$ cat config.mk
export PLATFORM = sky130hd
export DESIGN_NAME = up_down_counter_sweep_ctrl_flat
export DESIGN_NICKNAME = d
export VERILOG_FILES = /design/src/rtl/up_down_counter_sweep_pkg.sv /design/src/rtl/up_down_counter_sweep_ctrl_if.sv /design/src/rtl/up_down_counter_sweep_ctrl.sv /design/src/flat_wrapper.sv
export SDC_FILE = /design/constraint.sdc
export NUM_CORES = 1
export LEC_CHECK = 0
export CAP_MARGIN = 10
export CELL_PAD_IN_SITES_DETAIL_PLACEMENT = 0
export CELL_PAD_IN_SITES_GLOBAL_PLACEMENT = 1
export CORE_UTILIZATION = 31
export DETAILED_ROUTE_END_ITERATION = 7
export GPL_ROUTABILITY_DRIVEN = 1
export HOLD_SLACK_MARGIN = 0.05
export PLACE_DENSITY_LB_ADDON = 0.1
export SLEW_MARGIN = 20
export SYNTH_ARGS = -nofsm -noshare
export SYNTH_HDL_FRONTEND = slang
export SYNTH_SLANG_ARGS = --single-unit
$ cat constraint.sdc
create_clock -name clk -period 2.1 [get_ports clk]
set_input_delay 0.21 -clock clk [delete_from_list [all_inputs] [get_ports clk]]
set_output_delay 0.21 -clock clk [all_outputs]
set_load 0.01 [all_outputs]
$ cat src/rtl/up_down_counter_sweep_pkg.sv
// Shared widths and FSM state type for the up/down counter sweep controller.
package up_down_counter_sweep_pkg;
   localparam int unsigned WIDTH = 8;
   localparam int unsigned CNT_W = 8;

   typedef enum logic [1:0] {
      IDLE = 2'd0,
      RUN  = 2'd1,
      DONE = 2'd2
   } state_t;
endpackage

$ cat src/rtl/up_down_counter_sweep_ctrl_if.sv
// Host command, status and counter-link signals of the sweep controller.
interface up_down_counter_sweep_ctrl_if
   import up_down_counter_sweep_pkg::*;
#(
   parameter int unsigned P_WIDTH = WIDTH,
   parameter int unsigned P_CNT_W = CNT_W
);
   logic               start;
   logic               stop;
   logic [P_WIDTH-1:0] lo_bound;
   logic [P_WIDTH-1:0] hi_bound;
   logic [P_CNT_W-1:0] num_sweeps;
   logic [P_WIDTH-1:0] count_val;
   logic               cnt_load;
   logic               cnt_up_down;
   logic [P_WIDTH-1:0] cnt_load_val;
   logic               busy;
   logic               done;
   logic               err;
   logic [P_CNT_W-1:0] sweep_cnt;

   // Host plus counter side
   modport master (
      output start, stop, lo_bound, hi_bound, num_sweeps, count_val,
      input  cnt_load, cnt_up_down, cnt_load_val, busy, done, err, sweep_cnt
   );

   // Controller side
   modport slave (
      input  start, stop, lo_bound, hi_bound, num_sweeps, count_val,
      output cnt_load, cnt_up_down, cnt_load_val, busy, done, err, sweep_cnt
   );
endinterface

$ cat src/rtl/up_down_counter_sweep_ctrl.sv
// Drives a free-running loadable up/down counter through lo->hi->lo triangle
// sweeps a programmed number of times; parks it at lo whenever not sweeping.
module up_down_counter_sweep_ctrl
   import up_down_counter_sweep_pkg::*;
#(
   parameter int unsigned P_WIDTH = WIDTH,
   parameter int unsigned P_CNT_W = CNT_W
) (
   input  logic clk,
   input  logic rst,
   up_down_counter_sweep_ctrl_if.slave bus
);
   state_t             r_state;
   logic               r_dir;
   logic               r_first;
   logic               r_err;
   logic [P_WIDTH-1:0] r_lo;
   logic [P_WIDTH-1:0] r_hi;
   logic [P_CNT_W-1:0] r_num;
   logic [P_CNT_W-1:0] r_sweep_cnt;

   logic w_run;
   logic w_at_hi;
   logic w_at_lo;
   logic w_up_down;
   logic w_eval;
   logic w_stop;
   logic w_sweep_end;
   logic w_finish;
   logic w_valid_start;
   logic w_load;

   assign w_run   = (r_state == RUN);
   assign w_at_hi = (bus.count_val == r_hi);
   assign w_at_lo = (bus.count_val == r_lo);

   // Direction turns at the bounds with no registered lag; outside RUN it rests
   assign w_up_down = !w_run  ? r_dir :
                      w_at_hi ? 1'b0  :
                      w_at_lo ? 1'b1  : r_dir;

   // First RUN cycle still sees the old lo on the counter, so it only reloads
   assign w_eval        = w_run & ~r_first;
   assign w_stop        = w_run & bus.stop;
   assign w_sweep_end   = w_eval & ~r_dir & w_at_lo;
   assign w_finish      = w_sweep_end & (P_CNT_W'(r_sweep_cnt + P_CNT_W'(1)) == r_num);
   assign w_valid_start = (bus.lo_bound < bus.hi_bound) & (bus.num_sweeps != '0);
   assign w_load        = ~w_run | r_first | w_finish | w_stop;

   always_ff @(posedge clk) begin
      if (!rst) begin
         r_state     <= IDLE;
         r_dir       <= 1'b1;
         r_first     <= 1'b0;
         r_err       <= 1'b0;
         r_lo        <= '0;
         r_hi        <= '0;
         r_num       <= '0;
         r_sweep_cnt <= '0;
      end else begin
         r_err   <= 1'b0;
         r_first <= 1'b0;
         case (r_state)
            IDLE: begin
               if (bus.start) begin
                  if (w_valid_start) begin
                     r_lo        <= bus.lo_bound;
                     r_hi        <= bus.hi_bound;
                     r_num       <= bus.num_sweeps;
                     r_sweep_cnt <= '0;
                     r_dir       <= 1'b1;
                     r_first     <= 1'b1;
                     r_state     <= RUN;
                  end else begin
                     r_err <= 1'b1;
                  end
               end
            end
            RUN: begin
               r_dir <= w_up_down;
               // Abort wins over a completing sweep in the same cycle
               if (w_stop) begin
                  r_state <= IDLE;
               end else if (w_sweep_end) begin
                  r_sweep_cnt <= P_CNT_W'(r_sweep_cnt + P_CNT_W'(1));
                  if (w_finish) r_state <= DONE;
               end
            end
            DONE:    r_state <= IDLE;
            default: r_state <= IDLE;
         endcase
      end
   end

   assign bus.cnt_load     = w_load;
   assign bus.cnt_up_down  = w_up_down;
   assign bus.cnt_load_val = r_lo;
   assign bus.busy         = w_run;
   assign bus.done         = (r_state == DONE);
   assign bus.err          = r_err;
   assign bus.sweep_cnt    = r_sweep_cnt;
endmodule

$ cat src/flat_wrapper.sv
// flat-port wrapper written by rule: the top's interface ports become plain ports
module up_down_counter_sweep_ctrl_flat import up_down_counter_sweep_pkg::*;
#(
   parameter int unsigned P_WIDTH = WIDTH,
   parameter int unsigned P_CNT_W = CNT_W
)
  (clk, rst, bus_start, bus_stop, bus_lo_bound, bus_hi_bound, bus_num_sweeps, bus_count_val, bus_cnt_load, bus_cnt_up_down, bus_cnt_load_val, bus_busy, bus_done, bus_err, bus_sweep_cnt);
  up_down_counter_sweep_ctrl_if #(.P_WIDTH(P_WIDTH), .P_CNT_W(P_CNT_W)) bus_i ();
  input  logic clk;
  input  logic rst;
  input wire logic [$bits(bus_i.start)-1:0] bus_start;
  input wire logic [$bits(bus_i.stop)-1:0] bus_stop;
  input wire logic [$bits(bus_i.lo_bound)-1:0] bus_lo_bound;
  input wire logic [$bits(bus_i.hi_bound)-1:0] bus_hi_bound;
  input wire logic [$bits(bus_i.num_sweeps)-1:0] bus_num_sweeps;
  input wire logic [$bits(bus_i.count_val)-1:0] bus_count_val;
  output wire logic [$bits(bus_i.cnt_load)-1:0] bus_cnt_load;
  output wire logic [$bits(bus_i.cnt_up_down)-1:0] bus_cnt_up_down;
  output wire logic [$bits(bus_i.cnt_load_val)-1:0] bus_cnt_load_val;
  output wire logic [$bits(bus_i.busy)-1:0] bus_busy;
  output wire logic [$bits(bus_i.done)-1:0] bus_done;
  output wire logic [$bits(bus_i.err)-1:0] bus_err;
  output wire logic [$bits(bus_i.sweep_cnt)-1:0] bus_sweep_cnt;
  assign bus_i.start = bus_start;
  assign bus_i.stop = bus_stop;
  assign bus_i.lo_bound = bus_lo_bound;
  assign bus_i.hi_bound = bus_hi_bound;
  assign bus_i.num_sweeps = bus_num_sweeps;
  assign bus_i.count_val = bus_count_val;
  assign bus_cnt_load = bus_i.cnt_load;
  assign bus_cnt_up_down = bus_i.cnt_up_down;
  assign bus_cnt_load_val = bus_i.cnt_load_val;
  assign bus_busy = bus_i.busy;
  assign bus_done = bus_i.done;
  assign bus_err = bus_i.err;
  assign bus_sweep_cnt = bus_i.sweep_cnt;
  up_down_counter_sweep_ctrl #(.P_WIDTH(P_WIDTH), .P_CNT_W(P_CNT_W)) u_core (.clk(clk), .rst(rst), .bus(bus_i));
endmodule
# After elaboration in Yosys (flattened, before gate mapping)
# Cells that the tools add are included.
# W data, S select, Z words.
[classes]
shift = 0
n_eq_ne = 11
bitwise_logic = 12
div_mod_pow = 0
magnitude_cmp = 1
reduce_logical = 8
muxes = 19
n_addsub = 1
multipliers = 0
[ops]
columns = ["cell", "count"]
rows = [
  ["$mux W8", 4],
  ["$eq A8 B8 Y1", 3],
  ["$pmux W8 S2", 1],
  ["$mux W2", 5],
  ["$reduce_and A3 Y1", 3],
  ["$add A8 B1 Y8 const B", 1],
  ["$lt A8 B8 Y1", 1],
  ["$reduce_bool A8 Y1", 1],
  ["$mux W1", 7],
  ["$and A1 B1 Y1", 6],
  ["$ne A2 B2 Y1 const B", 3],
  ["$ne A3 B3 Y1 const B", 2],
  ["$reduce_and A5 Y1", 1],
  ["$pmux W2 S2", 1],
  ["$reduce_and A4 Y1", 1],
  ["$not A1 Y1", 3],
  ["$or A1 B1 Y1", 3],
  ["$eq A2 B1 Y1 const B", 1],
  ["$eq A2 B2 Y1 const B", 1],
  ["$logic_not A2 Y1", 1],
  ["$ne A2 B1 Y1 const B", 1],
  ["$pmux W1 S2", 1],
  ["$reduce_bool A2 Y1", 1],
]
[totals]
latchBits = 0
romBits = 0
word_cells = 60
out_inout_bits = 21
ram_bits = 0
register_bits = 37
in_bits = 36
n_memories = 0

# Logic depth before layout (Yosys ltp)
# Gate-level depths: netlist of run 1.
[depth]
ltp_word = 9
mapped_depth = 10
mapped_depth_nobuf = 8

# Least setup slack after synthesis of run 1
# Ideal clock, no wire load.
[synth_path]
kind = "reg-to-output"
start = "register u_core.r_sweep_cnt[0], in the netlist u_core.bus.sweep_cnt[0]"
end = "output port bus_cnt_load"
path_buffers = 0
t_arrival_ns = 1.811
stages_incl_launch_ff = 8
t_required_ns = 1.890
slack_ns = 0.079
cell_sequence = "dfxtp_1 ha_1 nand3_1 nor2_1 xnor2_1 and4_1 a311o_1 or2_1"
[synth_via]
elab_chain_len = 5
[synth_lines]
columns = ["element", "line", "rtl"]
rows = [
  ["from (decl)", "up_down_counter_sweep_ctrl.sv:20", "logic [P_CNT_W-1:0] r_sweep_cnt;"],
  ["from (signal assigned)", "up_down_counter_sweep_ctrl.sv:85", "r_sweep_cnt <= P_CNT_W'(r_sweep_cnt + P_CNT_W'(1));"],
  ["$add A8 B1 Y8", "up_down_counter_sweep_ctrl.sv:46", "assign w_finish = w_sweep_end & (P_CNT_W'(r_sweep_cnt + P_CNT_W'(1)) == r_num);"],
  ["$eq A8 B8 Y1", "up_down_counter_sweep_ctrl.sv:46", ""],
  ["$and A1 B1 Y1", "up_down_counter_sweep_ctrl.sv:46", ""],
  ["$or A1 B1 Y1 (2 in a row)", "up_down_counter_sweep_ctrl.sv:48", "assign w_load = ~w_run | r_first | w_finish | w_stop;"],
  ["to (decl)", "flat_wrapper.sv:17", "output wire logic [$bits(bus_i.cnt_load)-1:0] bus_cnt_load;"],
]
# Every way passes these cells.

# Final worst setup path of run 1
# Ends and elaborated chain as after synthesis.

==> results of run 1 <==
## cell usage in the layout, fill, tap and decap left out, types with 8 or more instances in the layout
| master | n |
|---|---|
| xnor2_1 | 16 |
| inv_1 | 9 |
| a21oi_1 | 21 |
| mux2i_1 | 10 |
| buf_4 | 71 |
| clkdlybuf4s50_1 | 49 |
| nor2_1 | 24 |
| nand2_1 | 29 |
| nand3_1 | 20 |
| dfxtp_2 | 8 |
| dfxtp_1 | 29 |
## per-stage QoR
step / TNS (ns) / cell area [um^2] / utilization (%) / hold slack, ns / power [uW]
CTS: -0.135 / 3290 / 52.1 / 0.473 / 1690
global route: -0.190 / 3450 / 54.6 / 0.493 / 1800
detailed placement: -11.11 / 3150 / 49.8 / 0.463 / 1220
floorplan: 0 / 2030 / - / 0.286 / 970
finish: -0.104 / 3450 / 54.6 / 0.471 / 1710
global placement: -10.80 / 3150 / 49.8 / 0.455 / 1210
## worst max-delay path by stage
stage          cells past startpoint                    start           end
6_report                           7  u_core.bus.sweep_cnt[0]  bus_cnt_load
5_1_grt                            9         bus_count_val[4]  bus_cnt_load
4_1_cts                            7  u_core.bus.sweep_cnt[1]  bus_cnt_load
3_5_place_dp                       9         bus_count_val[5]  bus_cnt_load
3_3_place_gp                       9         bus_count_val[5]  bus_cnt_load
2_1_floorplan                      7  u_core.bus.sweep_cnt[0]  bus_cnt_load
## sequential cells by signal, summed over array words and instances, names as in the netlist
| signal | cells |
|---|---|
| u_core.bus.cnt_load_val | 8 |
| u_core.bus.sweep_cnt | 8 |
| u_core.r_hi | 8 |
| u_core.r_num | 8 |
| u_core.r_state | 2 |
| u_core.bus.err | 1 |
| u_core.r_dir | 1 |
| u_core.r_first | 1 |
## report_power, final
group / internal [uW] / leakage [uW] / switching [uW] / total (uW)
logic: 270 / 0.00109 / 203 / 473
clock network: 219 / 0.0000399 / 252 / 471
registers: 737 / 0.000305 / 28.2 / 766
total: 1230 / 0.00144 / 484 / 1710
## worst register-to-register path: cells and delay by family (launching register included)
family | cells | cell delay, ns
simple gates | 4 | 1.04
buf+inv | 2 | 0.24
compound gates | 2 | 0.33
flops | 1 | 0.37
## cell families (layout without fill, tap and decap cells)
group | count (synthesis) | count (layout) | synth area share (%)
buf+inv | 22 | 147 | 4.69
compound gates | 42 | 42 | 13.5
flops | 37 | 37 | 36.6
fa+ha+maj | 8 | 8 | 4.94
xor+xnor | 26 | 26 | 11.2
simple gates | 104 | 104 | 24.2
mux | 10 | 10 | 4.94
## metal layers
layer	vias up	routed length (um)	GRT usage [%]
met5	-	0	0
met4	0	93	6.90
met3	9	197	2.88
met2	46	3090	32.6
met1	1017	2770	22.3
li1	1114	-	-
## repair_timing
| action | CTS | global route |
|---|---|---|
| resized for setup | 23 | 29 |
| endpoints found under the setup margin | 12 | 4 |
| hold buffers | 0 | 0 |
| endpoints found under the hold margin | 0 | 0 |
| buffers inserted | 1 | 4 |
| pin swaps | 9 | 12 |
## final cells by class
type	count	area, um^2
fill	641	2870
multi-input combinational	190	1360
timing repair buffer	130	1130
sequential	37	751
tap	77	96.3
clock buffer	5	68.8
inverter	11	43.8
clock inverter	1	5.00
==> results.md, run 1 <==
- Die Area: between 6000 and 7000 um^2
- Final HPWL DP: 4690 um
- Mapped cell area: slightly above 2000 um^2
- Initial Util: between 30% and 40%
- Number of diodes: 0
- CTS Buf Count: 5
- Routed len/inst: roughly 14 um
- Crit path kind: reg2out
- Syn Nets: 293
- Hold wc startpoint: u_core.r_num[4]
- Most frequent cell after synthesis: dfxtp_1
- Yosys reg bits: 37
- Clock sinks: 37
- R2R setup slack: 0.06 ns
- Max Clk Rate: between 400 and 500 MHz
- Setup Skew: between 0.007 and 0.008 ns
- Worst-path maximum fanout: 5
- Post-Syn Instances: 249
- Aggregate global routing overflow: 0
- Remaining DRCs: 0
- H-Tree Depth: 2
- CTS max path bufs: 2
- TritonRoute pass-1 iters: 4
- Slew @ Worst Pin: between 0.3 and 0.4 ns
- CP max-delay cell: a311o_1
- Post-Layout Cell Count: between 400 and 500
- Period minus WS final: about 2.2 ns
- Die Y: a little over 80 um
- First-pass GRT wire length: about 10,000 um
- Vias: approximately 2.2k
- Share of cells above drive strength 1: a little under a third
- Final setup vio count: 1
- WL final: 6150 um
- Antenna violations before repair: 0
- Vias per inst: about 4.8
- Setup crit end kind: primary output
- Pre-CTS worst setup slack: -0.605 ns
- End of the worst hold path: u_core.r_num[4]
- Post-synthesis sequential area ratio: between 30% and 40%
- Clock Latency Late Sink: 0.29 ns
- Fin. max-slew vios: 0
- Ports: 57
- Post-synth top area share: between 30 and 40%
- Hold Violations, Final: 0
- Critical Path Start Type: register
- Number of global-route vias before repair: 2,165
- Slew headroom: between 70 and 80%
- Post-synth EDFFs: 0
- Yosys cell types: between 40 and 50
- Worst-path cell chain: ha_4 > xnor2_1 > o221ai_1 > o31ai_2 > a311o_1 > or2_1 > buf_2
- RSZ-0062 raised after global routing: true
- Detailed Route Iter0 Violations: 47
- Root Buffer: clkbuf_8
- Period utilisation layout: 105%
- Main area contributors after synthesis: dfxtp_1 37%, xnor2_1 9.5%, nand3_1 6.2%
- Failing checks: negative setup slack
- Dominant synthesized flop cell: dfxtp_1
- Placed instance count: 440
- IO Port Bufs: 56
- Hold path depth: 2
- Worst reg-to-reg path cell count: 8
- Cell family with most CP delay: compound AO/OA/AOI/OAI gates
- Avg Cell Area, Syn: around 8.1 um^2
- Worst EP required: approximately 1.9 ns
- Reg-to-reg endpoint: u_core.bus.sweep_cnt[3]
- Core area: 6310 um^2
- P_leak: approximately 0.0014 uW
- CP max stage delay: 0.35 ns
- Worst-path clk slew: ~0.080 ns
- Status: finished with violations
- Pwr Density: 496 nW/um^2
- Max Cap Violations: 0
- Post-synth ARST share: 0%
- RePlAce Congestion: approximately 0.77
- Final setup margin: -0.104 ns
- Yosys warns: 0
- WP data arrival: between 1.5 and 2 ns
- CTS tree: built
- HP Class: reg2reg
- Core Rows: 29
- Reg-to-Reg Start: u_core.r_state[0]
- CP Buf/Inv Count: 1
- Nets: roughly 420
- Worst IR Drop VDD: 0.000262 V
- Largest net degree at the start of global routing: 15
- Largest area contributor in the netlist: dfxtp_1
- Post-synth top cells: 37 x dfxtp_1, 29 x nand2_1, 25 x nand3_1, 25 x nor2_1, 22 x xnor2_1
- Area Growth Syn to Fin: 70.2%
- Remaining antenna violation count after routing: 0
- GRT Util Overall: about 18%
- Die X: between 80 and 90 um
Power figures use the tool's default switching activity.
==> inputs of run 2 (changes only) <==
--- a/config.mk
+++ b/config.mk
@@ -5,9 +5,11 @@
 export SDC_FILE = /design/constraint.sdc
 export NUM_CORES = 1
 export LEC_CHECK = 0
+export ABC_CLOCK_PERIOD_IN_PS = 2100
 export CAP_MARGIN = 10
 export CELL_PAD_IN_SITES_DETAIL_PLACEMENT = 0
 export CELL_PAD_IN_SITES_GLOBAL_PLACEMENT = 1
+export CORE_MARGIN = 2
 export CORE_UTILIZATION = 31
 export DETAILED_ROUTE_END_ITERATION = 7
 export GPL_ROUTABILITY_DRIVEN = 1
==> results.md, run 2 (synthesis gave the netlist of run 1 again) <==
- Period minus WS final: about 2.2 ns
- Status: finished with violations
- Number of diodes: 0
- Clock Latency Late Sink: slightly below 0.3 ns
- Remaining antenna violation count after routing: 0
- Root Buffer: clkbuf_8
- Share of cells above drive strength 1: about a quarter
- Worst reg-to-reg path cell count: 7
- Die Y: between 80 and 90 um
- Max Cap Violations: 0
- WL final: 6080 um
- Grt met1 use: roughly a quarter
- Hold_buf cts: 0
- Area Growth Syn to Fin: 64.2%
- HP Class: reg2reg
- Total power: 1720 uW
- Most frequent cells in the layout: 64 x buf_4, 53 x clkdlybuf4s50_1, 34 x dfxtp_1
- RePlAce Congestion: approximately 0.8
- Die Area: 7200 um^2
- Core Rows: 29
- Die X: 84.8 um
- Critical Path Start Type: register
- CTS max path bufs: 2
- Ports: 57
- Most common cell after layout, fill and taps aside: buf_4
- Setup crit end kind: primary output
- Vias: 2,120
- P_leak: between 0.001 and 0.0015 uW
- Nets: ~400
- RSZ-0062 raised after global routing: true
- CP max stage delay: between 0.3 and 0.4 ns
- GRT Util Overall: between 10% and 20%
- Final HPWL DP: roughly 5000 um
- CTS Buf Count: 5
- Vias per inst: 4.80
- Failing checks: negative setup slack
- Max Clk Rate: around 460 MHz
- Top Usage Layer GRT: met2
- Remaining DRCs: 0
- Worst hold slack: about 0.47 ns
- Clock sinks: 37
- Worst-path maximum fanout: 5
- Fin. max-slew vios: 0
- Worst-path cell chain: ha_4 > nand3_4 > nor2_4 > xnor2_1 > and4_1 > a311o_1 > or2_1 > buf_2
- Setup Skew: 0.00321 ns
- Slew headroom: 73.2%
- Period utilisation layout: 103%
- Number of global-route vias before repair: 2,027
- Core area: 6350 um^2
- Routed len/inst: 13.8 um
- Final setup vio count: 1
- Post-route cell area: around 3300 um^2
- Final setup margin: -0.0729 ns
- Initial Util: 31.9%
- Worst EP required: between 1.5 and 2 ns
- IO Port Bufs: 56
- Pwr Density: 518 nW/um^2
- Largest net degree at the start of global routing: 16
- CTS tree: built
- Placed Area: 3090 um^2
- Crit path kind: reg2out
- WP data arrival: 1.96 ns
- GRT met3 Usage: 3.79%
- Post-Layout Cell Count: 442
- Worst-path clk slew: 0.07 ns
- Met2 Usage GRT: 26.1%
- Detailed Route Iter0 Violations: 64
- Hold path depth: 2
- Slew @ Worst Pin: just under 0.4 ns
- H-Tree Depth: 2
- Placed instance count: 432
- CP max-delay cell: dfxtp_2
- Worst IR Drop VDD: roughly 0.00027 V
- Aggregate global routing overflow: 0
- Antenna violations before repair: 0
- First-pass GRT wire length: 9960 um
- Hold Violations, Final: 0
- TritonRoute pass-1 iters: 4
run 2: metrics by stage:
| stage | util [%] | setup TNS (ns) | setup WS [ns] |
|---|---|---|---|
| after global routing | 52.4 | -0.246 | -0.177 |
| after CTS | 50.9 | -0.160 | -0.160 |
| after floorplan | - | 0 | 0.0789 |
| final | 52.4 | -0.0729 | -0.0729 |
| after global placement | 48.6 | -6.98 | -0.582 |
| after detailed placement | 48.6 | -7.76 | -0.608 |
run 2: metal layers:
| metal | part of all wire (%) | routed length [um] |
|---|---|---|
| met1 | 51 | 3100 |
| met2 | 44 | 2690 |
| met3 | 4.0 | 246 |
| met4 | 0.74 | 45 |
| met5 | 0 | 0 |
run 2: cell type report:
cell class	count	area, um^2
Clock buffer	7	86.3
Inverter	11	41.3
Tap cell	77	96.3
Sequential cell	37	744
Timing Repair Buffer	120	1040
Multi-Input combinational cell	190	1320
Fill cell	616	3020
run 2: timing repair:
action / 4_1_cts / 5_1_grt
pin swaps: 8 / 6
buffers inserted: 0 / 3
endpoints found under the setup margin: 3 / 12
gates resized for setup: 18 / 14
run 2: worst paths after layout:
check,start,endpoint,slack (ns)
max,u_core.bus.sweep_cnt[0],bus_cnt_load,-0.07
min,u_core.r_num[7],u_core.r_num[7],0.47
max reg2reg,u_core.bus.cnt_load_val[7],u_core.bus.sweep_cnt[3],0.05
min reg2reg,u_core.r_num[7],u_core.r_num[7],0.47
run 2: where the power goes:
group	internal [uW]	leakage, uW	switching, uW
combinational	253	0.00101	198
clock	261	0.0000443	250
sequential	737	0.000303	27.1
total	1250	0.00136	475
run 2: critical path, delay by kind of cell, from the launching register on:
kind	cells	cell delay [ns]
buf+inv	1	0.14
compound gates	1	0.32
xor+xnor	1	0.07
flops	1	0.36
fa+ha+maj	1	0.17
simple gates	4	0.61
==> inputs of run 3 (changes only) <==
--- a/config.mk
+++ b/config.mk
@@ -5,7 +5,6 @@
 export SDC_FILE = /design/constraint.sdc
 export NUM_CORES = 1
 export LEC_CHECK = 0
-export ABC_CLOCK_PERIOD_IN_PS = 2100
 export CAP_MARGIN = 10
 export CELL_PAD_IN_SITES_DETAIL_PLACEMENT = 0
 export CELL_PAD_IN_SITES_GLOBAL_PLACEMENT = 1
==> results of run 3 <==
No change in the layout: final DEF, timing and power equal those of run 2.
